<file path="config.mk">
export PLATFORM = sky130hd
export DESIGN_NAME = m_hart_mem_arbiter_flat
export DESIGN_NICKNAME = d
export VERILOG_FILES = /design/src/rtl/m_hart_mem_arbiter_if.sv /design/src/rtl/m_hart_mem_arbiter.sv /design/src/flat_wrapper.sv
export SDC_FILE = /design/constraint.sdc
export NUM_CORES = 1
export LEC_CHECK = 0
export ABC_AREA = 1
export CAP_MARGIN = 20
export CORE_MARGIN = 3
export CORE_UTILIZATION = 50
export DETAILED_ROUTE_END_ITERATION = 10
export GPL_ROUTABILITY_DRIVEN = 0
export PLACE_DENSITY = 0.85
export SYNTH_ARGS = -nofsm -noshare
export SYNTH_HDL_FRONTEND = slang
export SYNTH_SLANG_ARGS = --single-unit
export TNS_END_PERCENT = 100
</file>
<file path="constraint.sdc">
create_clock -name CLK -period 3.42 [get_ports CLK]
set_input_delay 0.513 -clock CLK [delete_from_list [all_inputs] [get_ports CLK]]
set_output_delay 0.513 -clock CLK [all_outputs]
set_load 0.02 [all_outputs]
</file>
<file path="src/rtl/m_hart_mem_arbiter_if.sv">
// Backing-memory command/response port shared by the two-hart DRAM arbiter.
// The arbiter drives the command side (master); the DRAM controller answers (slave).
interface m_hart_mem_arbiter_if;
    logic        w_mem_req;
    logic        w_mem_we;
    logic [31:0] w_mem_addr;
    logic [3:0]  w_mem_be;
    logic [31:0] w_mem_wdata;
    logic [31:0] w_mem_rdata;
    logic        w_mem_ack;

    // Handshake: w_mem_req is a one-cycle strobe; we/addr/be/wdata are held
    // stable from the strobe until w_mem_ack, which completes the command and
    // qualifies w_mem_rdata. Only one command is ever outstanding.
    modport master (
        output w_mem_req, w_mem_we, w_mem_addr, w_mem_be, w_mem_wdata,
        input  w_mem_rdata, w_mem_ack
    );

    modport slave (
        input  w_mem_req, w_mem_we, w_mem_addr, w_mem_be, w_mem_wdata,
        output w_mem_rdata, w_mem_ack
    );
endinterface

</file>
<file path="src/rtl/m_hart_mem_arbiter.sv">
// Two-hart DRAM request arbiter: per-hart pending capture, IDLE/REQ/WAIT FSM,
// byte-lane steering and load extension. Define ARB_ROUND_ROBIN_EN for round-robin.
module m_hart_mem_arbiter (
    input  logic                        CLK,
    input  logic                        RST_X,
    input  logic [31:0]                 w_h0_addr,
    input  logic [31:0]                 w_h1_addr,
    input  logic [31:0]                 w_h0_wdata,
    input  logic [31:0]                 w_h1_wdata,
    input  logic                        w_h0_we,
    input  logic                        w_h1_we,
    input  logic                        w_h0_le,
    input  logic                        w_h1_le,
    input  logic [2:0]                  w_h0_ctrl,
    input  logic [2:0]                  w_h1_ctrl,
    output logic                        w_h0_busy,
    output logic                        w_h1_busy,
    output logic [31:0]                 w_h0_odata,
    output logic [31:0]                 w_h1_odata,
    output logic [31:0]                 w_grant,
    output logic [1:0]                  w_dbg_state,
    m_hart_mem_arbiter_if.master        mem
);
    typedef enum logic [1:0] {S_IDLE = 2'd0, S_REQ = 2'd1, S_WAIT = 2'd2} state_t;

    state_t           state;
    logic             owner;
    logic             sel;
    logic [1:0]       pend;
    logic [1:0]       pend_we;
    logic [1:0][31:0] pend_addr;
    logic [1:0][31:0] pend_wdata;
    logic [1:0][2:0]  pend_ctrl;
    logic [1:0][31:0] odata;
    logic [1:0][31:0] in_addr;
    logic [1:0][31:0] in_wdata;
    logic [1:0][2:0]  in_ctrl;
    logic [1:0]       in_we;
    logic [1:0]       in_le;
    logic [31:0]      ld_data;

    assign in_addr  = {w_h1_addr, w_h0_addr};
    assign in_wdata = {w_h1_wdata, w_h0_wdata};
    assign in_ctrl  = {w_h1_ctrl, w_h0_ctrl};
    assign in_we    = {w_h1_we, w_h0_we};
    assign in_le    = {w_h1_le, w_h0_le};

    assign w_h0_busy   = pend[0];
    assign w_h1_busy   = pend[1];
    assign w_h0_odata  = odata[0];
    assign w_h1_odata  = odata[1];
    assign w_grant     = {31'b0, owner};
    assign w_dbg_state = state;

    function automatic logic [3:0] lane_be(input logic [2:0] ctrl, input logic [1:0] a);
        case (ctrl)
            3'b000:  lane_be = 4'b0001 << a;
            3'b001:  lane_be = a[1] ? 4'b1100 : 4'b0011;
            default: lane_be = 4'b1111;
        endcase
    endfunction

    function automatic logic [31:0] lane_wdata(input logic [2:0] ctrl, input logic [31:0] w);
        case (ctrl)
            3'b000:  lane_wdata = {4{w[7:0]}};
            3'b001:  lane_wdata = {2{w[15:0]}};
            default: lane_wdata = w;
        endcase
    endfunction

    function automatic logic [31:0] format_load(input logic [2:0] ctrl, input logic [1:0] a,
                                                input logic [31:0] rdata);
        logic [7:0]  b;
        logic [15:0] hw;
        b  = 8'(rdata >> {a, 3'b000});
        hw = a[1] ? rdata[31:16] : rdata[15:0];
        case (ctrl)
            3'b000:  format_load = {{24{b[7]}}, b};
            3'b001:  format_load = {{16{hw[15]}}, hw};
            3'b100:  format_load = {24'b0, b};
            3'b101:  format_load = {16'b0, hw};
            default: format_load = rdata;
        endcase
    endfunction

    // A lone pending hart always wins; the macro only changes the tie-break.
`ifdef ARB_ROUND_ROBIN_EN
    assign sel = (&pend) ? ~owner : ~pend[0];
`else
    assign sel = ~pend[0];
`endif

    assign ld_data = format_load(pend_ctrl[owner], pend_addr[owner][1:0], mem.w_mem_rdata);

    always_ff @(posedge CLK or negedge RST_X) begin
        if (!RST_X) begin
            state           <= S_IDLE;
            owner           <= 1'b0;
            pend            <= '0;
            pend_we         <= '0;
            pend_addr       <= '0;
            pend_wdata      <= '0;
            pend_ctrl       <= '0;
            odata           <= '0;
            mem.w_mem_req   <= 1'b0;
            mem.w_mem_we    <= 1'b0;
            mem.w_mem_addr  <= '0;
            mem.w_mem_be    <= '0;
            mem.w_mem_wdata <= '0;
        end else begin
            // Capture only while idle; a pulse while busy is dropped.
            for (int h = 0; h < 2; h++) begin
                if (!pend[h] && (in_we[h] || in_le[h])) begin
                    pend[h]       <= 1'b1;
                    pend_we[h]    <= in_we[h];
                    pend_addr[h]  <= in_addr[h];
                    pend_wdata[h] <= in_wdata[h];
                    pend_ctrl[h]  <= in_ctrl[h];
                end
            end

            case (state)
                S_IDLE: begin
                    if (|pend) begin
                        owner           <= sel;
                        state           <= S_REQ;
                        mem.w_mem_req   <= 1'b1;
                        mem.w_mem_we    <= pend_we[sel];
                        mem.w_mem_addr  <= {pend_addr[sel][31:2], 2'b00};
                        mem.w_mem_be    <= pend_we[sel] ? lane_be(pend_ctrl[sel], pend_addr[sel][1:0])
                                                        : 4'b1111;
                        mem.w_mem_wdata <= lane_wdata(pend_ctrl[sel], pend_wdata[sel]);
                    end
                end
                S_REQ: begin
                    mem.w_mem_req <= 1'b0;
                    state         <= S_WAIT;
                end
                S_WAIT: begin
                    if (mem.w_mem_ack) begin
                        if (!pend_we[owner]) begin
                            odata[owner] <= ld_data;
                        end
                        pend[owner] <= 1'b0;
                        state       <= S_IDLE;
                    end
                end
                default: state <= S_IDLE;
            endcase
        end
    end
endmodule
</file>
<file path="src/flat_wrapper.sv">
// flat-port wrapper written by rule: the top's interface ports become plain ports
module m_hart_mem_arbiter_flat 
  (CLK, RST_X, w_h0_addr, w_h1_addr, w_h0_wdata, w_h1_wdata, w_h0_we, w_h1_we, w_h0_le, w_h1_le, w_h0_ctrl, w_h1_ctrl, w_h0_busy, w_h1_busy, w_h0_odata, w_h1_odata, w_grant, w_dbg_state, mem_w_mem_req, mem_w_mem_we, mem_w_mem_addr, mem_w_mem_be, mem_w_mem_wdata, mem_w_mem_rdata, mem_w_mem_ack);
  m_hart_mem_arbiter_if mem_i ();
  input  logic CLK;
  input  logic RST_X;
  input  logic [31:0] w_h0_addr;
  input  logic [31:0] w_h1_addr;
  input  logic [31:0] w_h0_wdata;
  input  logic [31:0] w_h1_wdata;
  input  logic w_h0_we;
  input  logic w_h1_we;
  input  logic w_h0_le;
  input  logic w_h1_le;
  input  logic [2:0] w_h0_ctrl;
  input  logic [2:0] w_h1_ctrl;
  output logic w_h0_busy;
  output logic w_h1_busy;
  output logic [31:0] w_h0_odata;
  output logic [31:0] w_h1_odata;
  output logic [31:0] w_grant;
  output logic [1:0] w_dbg_state;
  output wire logic [$bits(mem_i.w_mem_req)-1:0] mem_w_mem_req;
  output wire logic [$bits(mem_i.w_mem_we)-1:0] mem_w_mem_we;
  output wire logic [$bits(mem_i.w_mem_addr)-1:0] mem_w_mem_addr;
  output wire logic [$bits(mem_i.w_mem_be)-1:0] mem_w_mem_be;
  output wire logic [$bits(mem_i.w_mem_wdata)-1:0] mem_w_mem_wdata;
  input wire logic [$bits(mem_i.w_mem_rdata)-1:0] mem_w_mem_rdata;
  input wire logic [$bits(mem_i.w_mem_ack)-1:0] mem_w_mem_ack;
  assign mem_w_mem_req = mem_i.w_mem_req;
  assign mem_w_mem_we = mem_i.w_mem_we;
  assign mem_w_mem_addr = mem_i.w_mem_addr;
  assign mem_w_mem_be = mem_i.w_mem_be;
  assign mem_w_mem_wdata = mem_i.w_mem_wdata;
  assign mem_i.w_mem_rdata = mem_w_mem_rdata;
  assign mem_i.w_mem_ack = mem_w_mem_ack;
  m_hart_mem_arbiter u_core (.CLK(CLK), .RST_X(RST_X), .w_h0_addr(w_h0_addr), .w_h1_addr(w_h1_addr), .w_h0_wdata(w_h0_wdata), .w_h1_wdata(w_h1_wdata), .w_h0_we(w_h0_we), .w_h1_we(w_h1_we), .w_h0_le(w_h0_le), .w_h1_le(w_h1_le), .w_h0_ctrl(w_h0_ctrl), .w_h1_ctrl(w_h1_ctrl), .w_h0_busy(w_h0_busy), .w_h1_busy(w_h1_busy), .w_h0_odata(w_h0_odata), .w_h1_odata(w_h1_odata), .w_grant(w_grant), .w_dbg_state(w_dbg_state), .mem(mem_i));
endmodule
</file>
# --- After elaboration in Yosys (flattened, before gate mapping) ---
# Index checks and enable logic that the tools add are counted.
totals:
  register_bits: 273
  out_inout_bits: 170
  wordCells: 85
op_classes:
  magnitude_cmp: 3
  eq_ne: 8
  shifts: 2
  mux: 34
  bitwise: 4
  reduce_logical: 16
ops:
  columns: ["operator", "n"]
  rows:
  - ["32-bit 2-to-1 mux", 5]
  - ["32-bit one-hot mux with 4 select lines", 1]
  - ["64-bit bitwise mux", 1]
  - ["32-bit one-hot mux with 2 select lines", 1]
  - ["32-bit demux with 1-bit select", 1]
  - ["32-bit by 5-bit >> shifter with 8-bit output", 1]
  - ["16-bit 2-to-1 mux", 1]
  - ["2-bit 2-to-1 mux", 6]
  - ["3-bit 2-to-1 mux", 4]
  - ["1-bit 2-to-1 mux", 8]
  - ["4-bit 2-to-1 mux", 2]
  - ["4-bit one-hot mux with 2 select lines", 1]
  - ["3-bit by 1-bit equality test with 1-bit output, second input constant", 2]
  - ["3-bit equality test, second input constant", 2]
  - ["3-bit logical NOT", 2]
  - ["2-bit one-hot mux with 3 select lines", 1]
  - ["2-bit AND reduction", 3]
  - ["1-bit by 2-bit < comparator with 1-bit output, second input constant", 2]
  - ["1-bit by 2-bit left shift with 4-bit output, first input constant", 1]
  - ["1-bit logical AND", 3]
  - ["3-bit AND reduction", 1]
  - ["2-bit bitwise AND", 1]
  - ["2-bit by 1-bit equality test with 1-bit output, second input constant", 1]
  - ["2-bit equality test, second input constant", 1]
  - ["other kinds (12)", 15]

# --- Logic depth before layout (Yosys ltp) ---
depth:
  depth_word: 8
  ltp_mapped: 11
  depth_no_buf: 10

# --- Worst setup path before layout ---
# No wires, ideal clock.
synth_timing:
  path_kind: "input to register"
  startpoint: "in w_h1_le"
  endpoint: "reg u_core.pend_wdata[50] (netlist bit)"
  setup_time_ns: 0.125
  t_arrival_ns: 1.627
  t_required_ns: 3.295
  setup_slack_ns: 1.668
  path_stages: 5
  cell_sequence: "or2_2 -> nand2_1 -> buf_2 -> buf_2 -> mux2_2"
synth_between:
  elab_chain_len: 2
synth_rtl:
  columns: ["element", "line", "text"]
  rows:
  - ["start: declaration", "flat_wrapper.sv:14", "input logic w_h1_le;"]
  - ["1-bit logical OR", "m_hart_mem_arbiter.sv:113", "if (!pend[h] && (in_we[h] || in_le[h])) begin"]
  - ["1-bit logical AND", "m_hart_mem_arbiter.sv:113", null]
  - ["end signal: indexed assignment", "m_hart_mem_arbiter.sv:117", "pend_wdata[h] <= in_wdata[h];"]
  - ["end: declaration", "m_hart_mem_arbiter.sv:32", "logic [1:0][31:0] pend_wdata;"]
# Every way passes these cells.
# A chain may end at the register's enable or synchronous reset.

# --- Final worst setup path ---
layout_timing:
  startpoint: "reg u_core.owner"
  endpoint: "reg u_core.odata, in the netlist u_core.w_h1_odata[9]"
layout_between:
  elab_chain_len: 5
  elab_cells_between_ends: 21
  cone_classes: "2 x order compare; 3 x eq/ne; 1 x shift; 11 x mux; 1 x bitwise; 3 x reduce/logical"
layout_rtl:
  columns: ["element", "line", "text"]
  rows:
  - ["start: declaration", "m_hart_mem_arbiter.sv:27", "logic owner;"]
  - ["start signal: assignment", "m_hart_mem_arbiter.sv:125", "owner <= sel;"]
  - ["2-bit 2-to-1 mux (not written as such), or another cell as far along (2 in series)", "m_hart_mem_arbiter.sv:93", "assign ld_data = format_load(pend_ctrl[owner], pend_addr[owner][1:0], mem.w_mem_rdata);"]
  - ["32-bit by 5-bit >> shifter with 8-bit output, or another cell as far along", "m_hart_mem_arbiter.sv:75", "b = 8'(rdata >> {a, 3'b000});"]
  - ["32-bit one-hot mux with 4 select lines / 32-bit demux with 1-bit select (equally long branches)", null, null]
  - ["64-bit bitwise mux", "m_hart_mem_arbiter.sv:142", "odata[owner] <= ld_data;"]
  - ["end signal: indexed assignment", "m_hart_mem_arbiter.sv:142", null]
  - ["end: declaration", "m_hart_mem_arbiter.sv:34", "logic [1:0][31:0] odata;"]
# Parallel ways exist; a longest one is shown, timed or not. The select of a mux whose other input is x is not followed.

==> out/metrics.cfg <==
[logic_synthesis]
synth_area_leaders = dfrtp_1 55%, nand2_1 13%, mux2_2 8.7%, nor2_1 3.1%, nand3_1 2.7%
syn_area_per_cell_um2 = 9.147
synth_top_area_frac = 0.5504
netlist_area_mm2 = 0.01241
yosysSeqAreaShare = 0.5504
async_flop_share = 1.000
synth_area_leader_cell = dfrtp_1
ys_seq_elements = 273
ys.flop_type = dfrtp_1
yosysUniqueCellTypes = 30
synth_edf_count = 0
yosys_warnings = 0
syn_inst = 1357

[worst_setup_path]
max_stage_delay_ns = 0.60
start_kind = register
cp_max_fo = 15
startpoint = u_core.owner
timing.critical_path.mode_cell = nand2_1
critical_path_class = register to register
cp_slowest_cell = dfrtp_1
cp.arrival_ns = 3.08
r2r-start = u_core.owner
cp-end-kind = register
path_cells = inv_2 > nand2_1 > nand2_1 > nand2_1 > nor2_1 > nand3_2 > buf_4 > nand2_1 > nand3_1 > nand2_1
path_delay_family = simple AND/OR/NAND/NOR gates
path_buf_inv = 2
cp.required_ns = 3.89

[routing]
routedWlPerCell_um = 19.04
wirelength_mm = 37.83
vias = 10740
drtIter0Drc = 893
drt-vias-per-instance = 5.404
drtAntennaViolNets = 0
first_pass_iters = 8
drc_errors = 0

[clock_network]
path_clk_slew_ns = 0.06
htree_levels = 1
cts_sinks = 273
cts_tree = built
ctsResizeCount = 0
cts_buffer_depth = 3
cts_made_buffers = 28
clock_insertion_delay_worst_skew_ns = 0.55
clk_root_buffer_cell = clkbuf_16

[grt]
antenna_found_initial = 0
grt_pass1_wl_mm = 58.59
grt_usage = 0.2790
grt_pass1_vias = 10810
gr-total-overflow = 0
grt_max_degree = 75

[floorplanning]
rows = 57
die_area_mm2 = 0.02675
die_h_um = 163.6
die_w_um = 163.6
start_util = 0.5089
io-pin-count = 343
core_mm2 = 0.02439

[status]
status = completed

[final_layout]
layout-drive-gt1-share = 0.1161
nFillCells = 1878
design_area_mm2 = 0.01653
final_nets = 1816
area.growth.synth_to_final_pct = 33.21

[power_and_ir_drop]
power_mw = 15.98
p_leak_nw = 7.961
ir_worst_vdd_uv = 532.7
power_density_mw_per_mm2 = 966.4

[timing]
fin_skew_ns = 0.01291
finalSetupViolCount = 0
worst_slew_margin_rel = 0.4013
min_period_ns = 2.612
finalHoldViolations = 0
finalMaxSlewViolations = 0
tightest_slew_ns = 0.8887
setup_ws_ns = 0.8083
setup_tns_ns = 0
post-route-period-util = 0.7637
rsz0062_at_grt = false
hold_ws_ns = 0.4811
fmax_mhz = 382.9

[worst_hold_path]
min_path_type = register to register
min_from = u_core.w_h0_odata[25]

[placement]
dpl_cell_area_mm2 = 0.01562
pre_cts_slack_ns = 0.8577
io_buffers = 309
place.detailed.hpwl_mm = 26.91

[flow_run]
maxCapViolations = 0

==> cell families after synthesis <==
kind of cell	count (synthesis)	share of synthesized area
and+or+nand+nor	645	0.2168
DFF	273	0.5504
buffers and inverters	187	0.07460
AOI/OAI and AO/OA	155	0.07077
muxes	96	0.08710
other	1	0.0003021
==> sequential cells by signal, indices dropped and copies added (netlist names) <==
register                cells
u_core.mem.w_mem_addr      30
u_core.mem.w_mem_be         4
u_core.mem.w_mem_req        1
u_core.mem.w_mem_wdata     32
u_core.mem.w_mem_we         1
u_core.owner                1
u_core.pend                 2
u_core.pend_addr           64
u_core.pend_ctrl            6
u_core.pend_wdata          64
u_core.pend_we              2
u_core.w_dbg_state          2
u_core.w_h0_odata          32
u_core.w_h1_odata          32
==> final timing paths <==
path	end	slack, ns	cells past startpoint
worst max-delay path	u_core.w_h1_odata[9]	0.81	10
worst min-delay path	u_core.w_h0_odata[25]	0.48	2
worst max register to register	u_core.w_h1_odata[9]	0.81	10
worst min register to register	u_core.w_h0_odata[25]	0.48	2
max in group asynchronous	u_core.pend_addr[38]	1.95	3
min in group asynchronous	u_core.w_h1_odata[2]	0.53	2
==> tightest hold or removal path: stages (launching register included) <==
cell and delay [ns]:
dfrtp_1 0.34, nand2_1 0.05, nand2_1 0.06
==> Yosys cell counts (all sizes together) (8+ instances only) <==
cell type  number
clkbuf         28
a31oi          39
o21a            8
mux2           96
nand2         453
nand3          82
dfrtp         273
o21ai          46
a21oi          53
inv            83
buf            75
nor2          103
==> metal layers <==
metal	track usage	vias to the layer above	part of all wire	wire, um
met5	0	-	0	0
met1	0.3346	5230	0.37	13920
li1	-	4871	-	-
met2	0.4807	535	0.49	18660
met4	0.1084	0	0.041	1559
met3	0.07482	101	0.097	3683
==> per-stage QoR <==
stage,cells,util
finish,1987,0.6779
global route,1986,0.6777
CTS,1984,0.6758
detailed placement,1934,0.6404
global placement,1934,0.6404
floorplan,1389,-
==> report_power, final <==
| group | switching, mW | leakage [nW] | internal, mW | total, mW |
|---|---|---|---|---|
| sequential | 0.991 | 3.24 | 4.80 | 5.80 |
| combinational | 4.17 | 4.30 | 3.13 | 7.30 |
| clock | 1.27 | 0.421 | 1.61 | 2.88 |
==> final cells by class <==
cell class | instances | area [um2] | share of cell area
flip-flops and latches | 273 | 6835 | 0.4134
multi-input cells | 929 | 4790 | 0.2897
clock inverters | 8 | 53.80 | 0.003254
inverters | 84 | 316.6 | 0.01915
clock buffers | 41 | 799.5 | 0.04836
repair buffers | 327 | 3331 | 0.2015
diodes | 1 | 2.502 | 0.0001514
well taps | 324 | 405.4 | 0.02452
==> repair_timing <==
action                    4_1_cts  5_1_grt
hold buffers                    1        0
hold endpoints to repair       69        0
buffers inserted                0        0
==> cells in the final DEF (no fill, tap or decap), drive strengths merged <==
cell           count
nand2            453
clkdlybuf4s50    308
dfrtp            273
nor2             103
mux2              96
inv               83
nand3             82
a21oi             53
o21ai             46
clkbuf            41
a31oi             39
conb              33
buf               18
o21a               8
clkinv             8
o211ai             7
and2               3
or2                2
nor4               2
diode              1
a211oi             1
o31ai              1
clkinvlp           1
dlygate4sd3        1
Power figures use the tool's default switching activity.
==> variant (config.mk and constraints unchanged) <==
Reset style: synchronous (`RST_X`), changed in one clocked block.
--- a/src/rtl/m_hart_mem_arbiter.sv
+++ b/src/rtl/m_hart_mem_arbiter.sv
@@ -93,5 +93,5 @@
     assign ld_data = format_load(pend_ctrl[owner], pend_addr[owner][1:0], mem.w_mem_rdata);
 
-    always_ff @(posedge CLK or negedge RST_X) begin
+    always_ff @(posedge CLK) begin
         if (!RST_X) begin
             state           <= S_IDLE;
Behaviour: differs if RST_X is asserted again (counterexample within 4 cycles, from zero or initial values and one cycle with RST_X low); with RST_X held inactive, the same outputs for 4 cycles.
==> variant against the original RTL <==
  * Sequential cell count is the same
  * Via count grew 9.5%
  * Count of clock-buffer cells in the layout grew 1
  * Routed wire length shrank 5.2%
  * Critical endpoint is now u_core.w_h1_odata[10]
  * Synthesized area shrank 6.5%
  * Clock skew is essentially flat
  * Design area shrank 5.6%
  * Die area shrank 6.3%
  * Utilization grew 0.96 points
  * Worst setup slack lost 0.065 ns
Power is not compared: it rests on default switching activity, and its combinational part moved more than twofold at a synthesized area within 25%.
==> variant: results (changes against the original RTL) <==
| Metric | Value |
|---|---|
| Status | completed |
| Via-per-instance ratio | 5.39 (-0.17%) |
| Top FF cell, synth | dfxtp_1 |
| CP max-delay cell | nand3_2 |
| Worst Path Arrival | 3.13 ns (+0.05 ns) |
| Reg-to-reg endpoint | u_core.w_h1_odata[10] |
| Top cells by area, synth | dfxtp_1 (47%), o21ai_0 (10%), nand2_1 (9.8%) |
| Worst min-delay path class | flip-flop to flip-flop |
| Total Routing Usage GR | 27.0% (-0.95 points) |
| Setup Skew | 0.0125 ns (-0.000411 ns) |
| Worst Tran Pin Value | 0.813 ns (-0.0756 ns) |
| Yosys cell types | 29 (-3.3%) |
| Resized Gates After CTS | 0 (unchanged) |
| Vias in the first global route | 10900 (+1.2%) |
| Hpwl dp | 24300 µm (-9.7%) |
| Min-delay src | u_core.pend_wdata[32] |
| Largest net degree at the start of global routing | 101 (+35%) |
| FF-to-FF Start | u_core.owner |
| First-pass GRT wire length | 54800 µm (-6.5%) |
| Initial antenna violation count | 5 (+5) |
| Sequential fraction of the synthesis area | 47.1% (-7.9 points) |
| Synth Area in Compound Gates | 19.3% (+12 points) |
| Share of cells above drive strength 1 | 4.50% (-7.1 points) |
| Worst skew pair latency | 0.53 ns (-0.02 ns) |
| R2r setup slk | 0.74 ns (-0.06 ns) |
| Root Buffer | clkbuf_16 |
| NumNets Final | 2041 (+12%) |
| Routed WL per cell | 16.4 µm (-14%) |
| Initial drt markers | 833 (-6.7%) |
| Mux share of post-synthesis cell area | 0% (-8.7 points) |
| Synth Area in XOR/XNOR | 0% (unchanged) |
| Internal power | about 6 mW |
| CP max stage delay | 0.65 ns (+0.05 ns) |
| Post-synth ARST share | 0% (-100 points) |
| Hold EP | u_core.pend_wdata[32] |
| First-pass detailed-route iteration total | 5 (-3) |
| Largest fanout on the critical path | 40 (+25) |
| Most common library cells after synthesis | nand2_1 (302), dfxtp_1 (273), nor2_1 (261) |
| R2r worst-path depth | 8 (-2) |
| Post-synthesis adder-cell area fraction | 0% (unchanged) |
| Placed cell areas | 14600 µm² (-6.4%) |
variant: cell types whose count changed after synthesis, moves of 21 or more:
cell      unedited run  this run
mux2_2              96         0
dfrtp_1            273         0
nand3_1             66        45
nor2_1             101       261
nand4_1              0        32
a21oi_1             53        76
o21ai_0             45       241
inv_1               79       135
clkbuf_1            28        88
o211ai_1             7        29
nand2_1            446       302
dfxtp_1              0       273
variant: power groups by stage:
stage / combinational, mW / sequential (mW) / clock, mW
after global routing: 2.02 / 3.67 / 3.30
after detailed placement: 1.81 / 3.70 / 0
after CTS: 1.83 / 3.64 / 3.17
after floorplan: 0.960 / 3.82 / 0
final: 1.84 / 3.64 / 3.13
after global placement: 1.77 / 3.70 / 0
variant: per-stage QoR:
step	hold WS [ns]	total power, mW	std cells	util, %	setup WS [ns]
after floorplan	0.424	4.78	1659	-	1.79
after CTS	0.448	8.64	2172	68.6	0.780
after detailed placement	0.438	5.52	2122	64.4	0.802
final	0.448	8.61	2180	68.7	0.743
after global routing	0.469	8.98	2178	68.7	0.411
after global placement	0.434	5.47	2122	64.4	0.878
variant: routing by layer:
metal | track usage [%] | vias up | wire length, µm
met4 | 12.5 | 0 | 1640
met3 | 5.00 | 96 | 2970
met1 | 34.2 | 5446 | 14100
li1 | - | 5703 | -
met2 | 44.6 | 515 | 17100
met5 | 0 | - | 0
variant: layout make-up:
class,count,area (µm²)
Clock inverter,8,95.1
Multi-Input combinational cell,1100,5040
Inverter,141,529
Fill cell,1863,7100
Timing Repair Buffer,324,3240
Antenna cell,7,17.5
Sequential cell,273,5470
Clock buffer,42,865
Tap cell,285,357
variant: cell families after synthesis:
kind of cell / count (synthesis)
simple gates: 656
compound gates: 411
buf+inv: 286
flops: 273
other cells: 1
variant: worst max-delay path by stage:
| stage | startpoint | depth (start not counted) | end | slack [ns] |
|---|---|---|---|---|
| detailed placement | mem_w_mem_ack | 6 | u_core.w_h1_odata[10] | 0.80 |
| CTS | u_core.pend[0] | 2 | w_h0_busy | 0.78 |
| global placement | mem_w_mem_ack | 6 | u_core.w_h1_odata[10] | 0.88 |
| global route | u_core.owner | 8 | u_core.w_h1_odata[10] | 0.41 |
| floorplan | u_core.w_dbg_state[1] | 8 | u_core.w_h0_odata[31] | 1.79 |
| finish | u_core.owner | 8 | u_core.w_h1_odata[10] | 0.74 |
variant: worst reg2reg max path: cells and delay by family (launching register included):
kind               cells  cell delay [ns]
AOI/OAI and AO/OA      1             0.16
DFF                    1             0.62
and+or+nand+nor        7             1.81
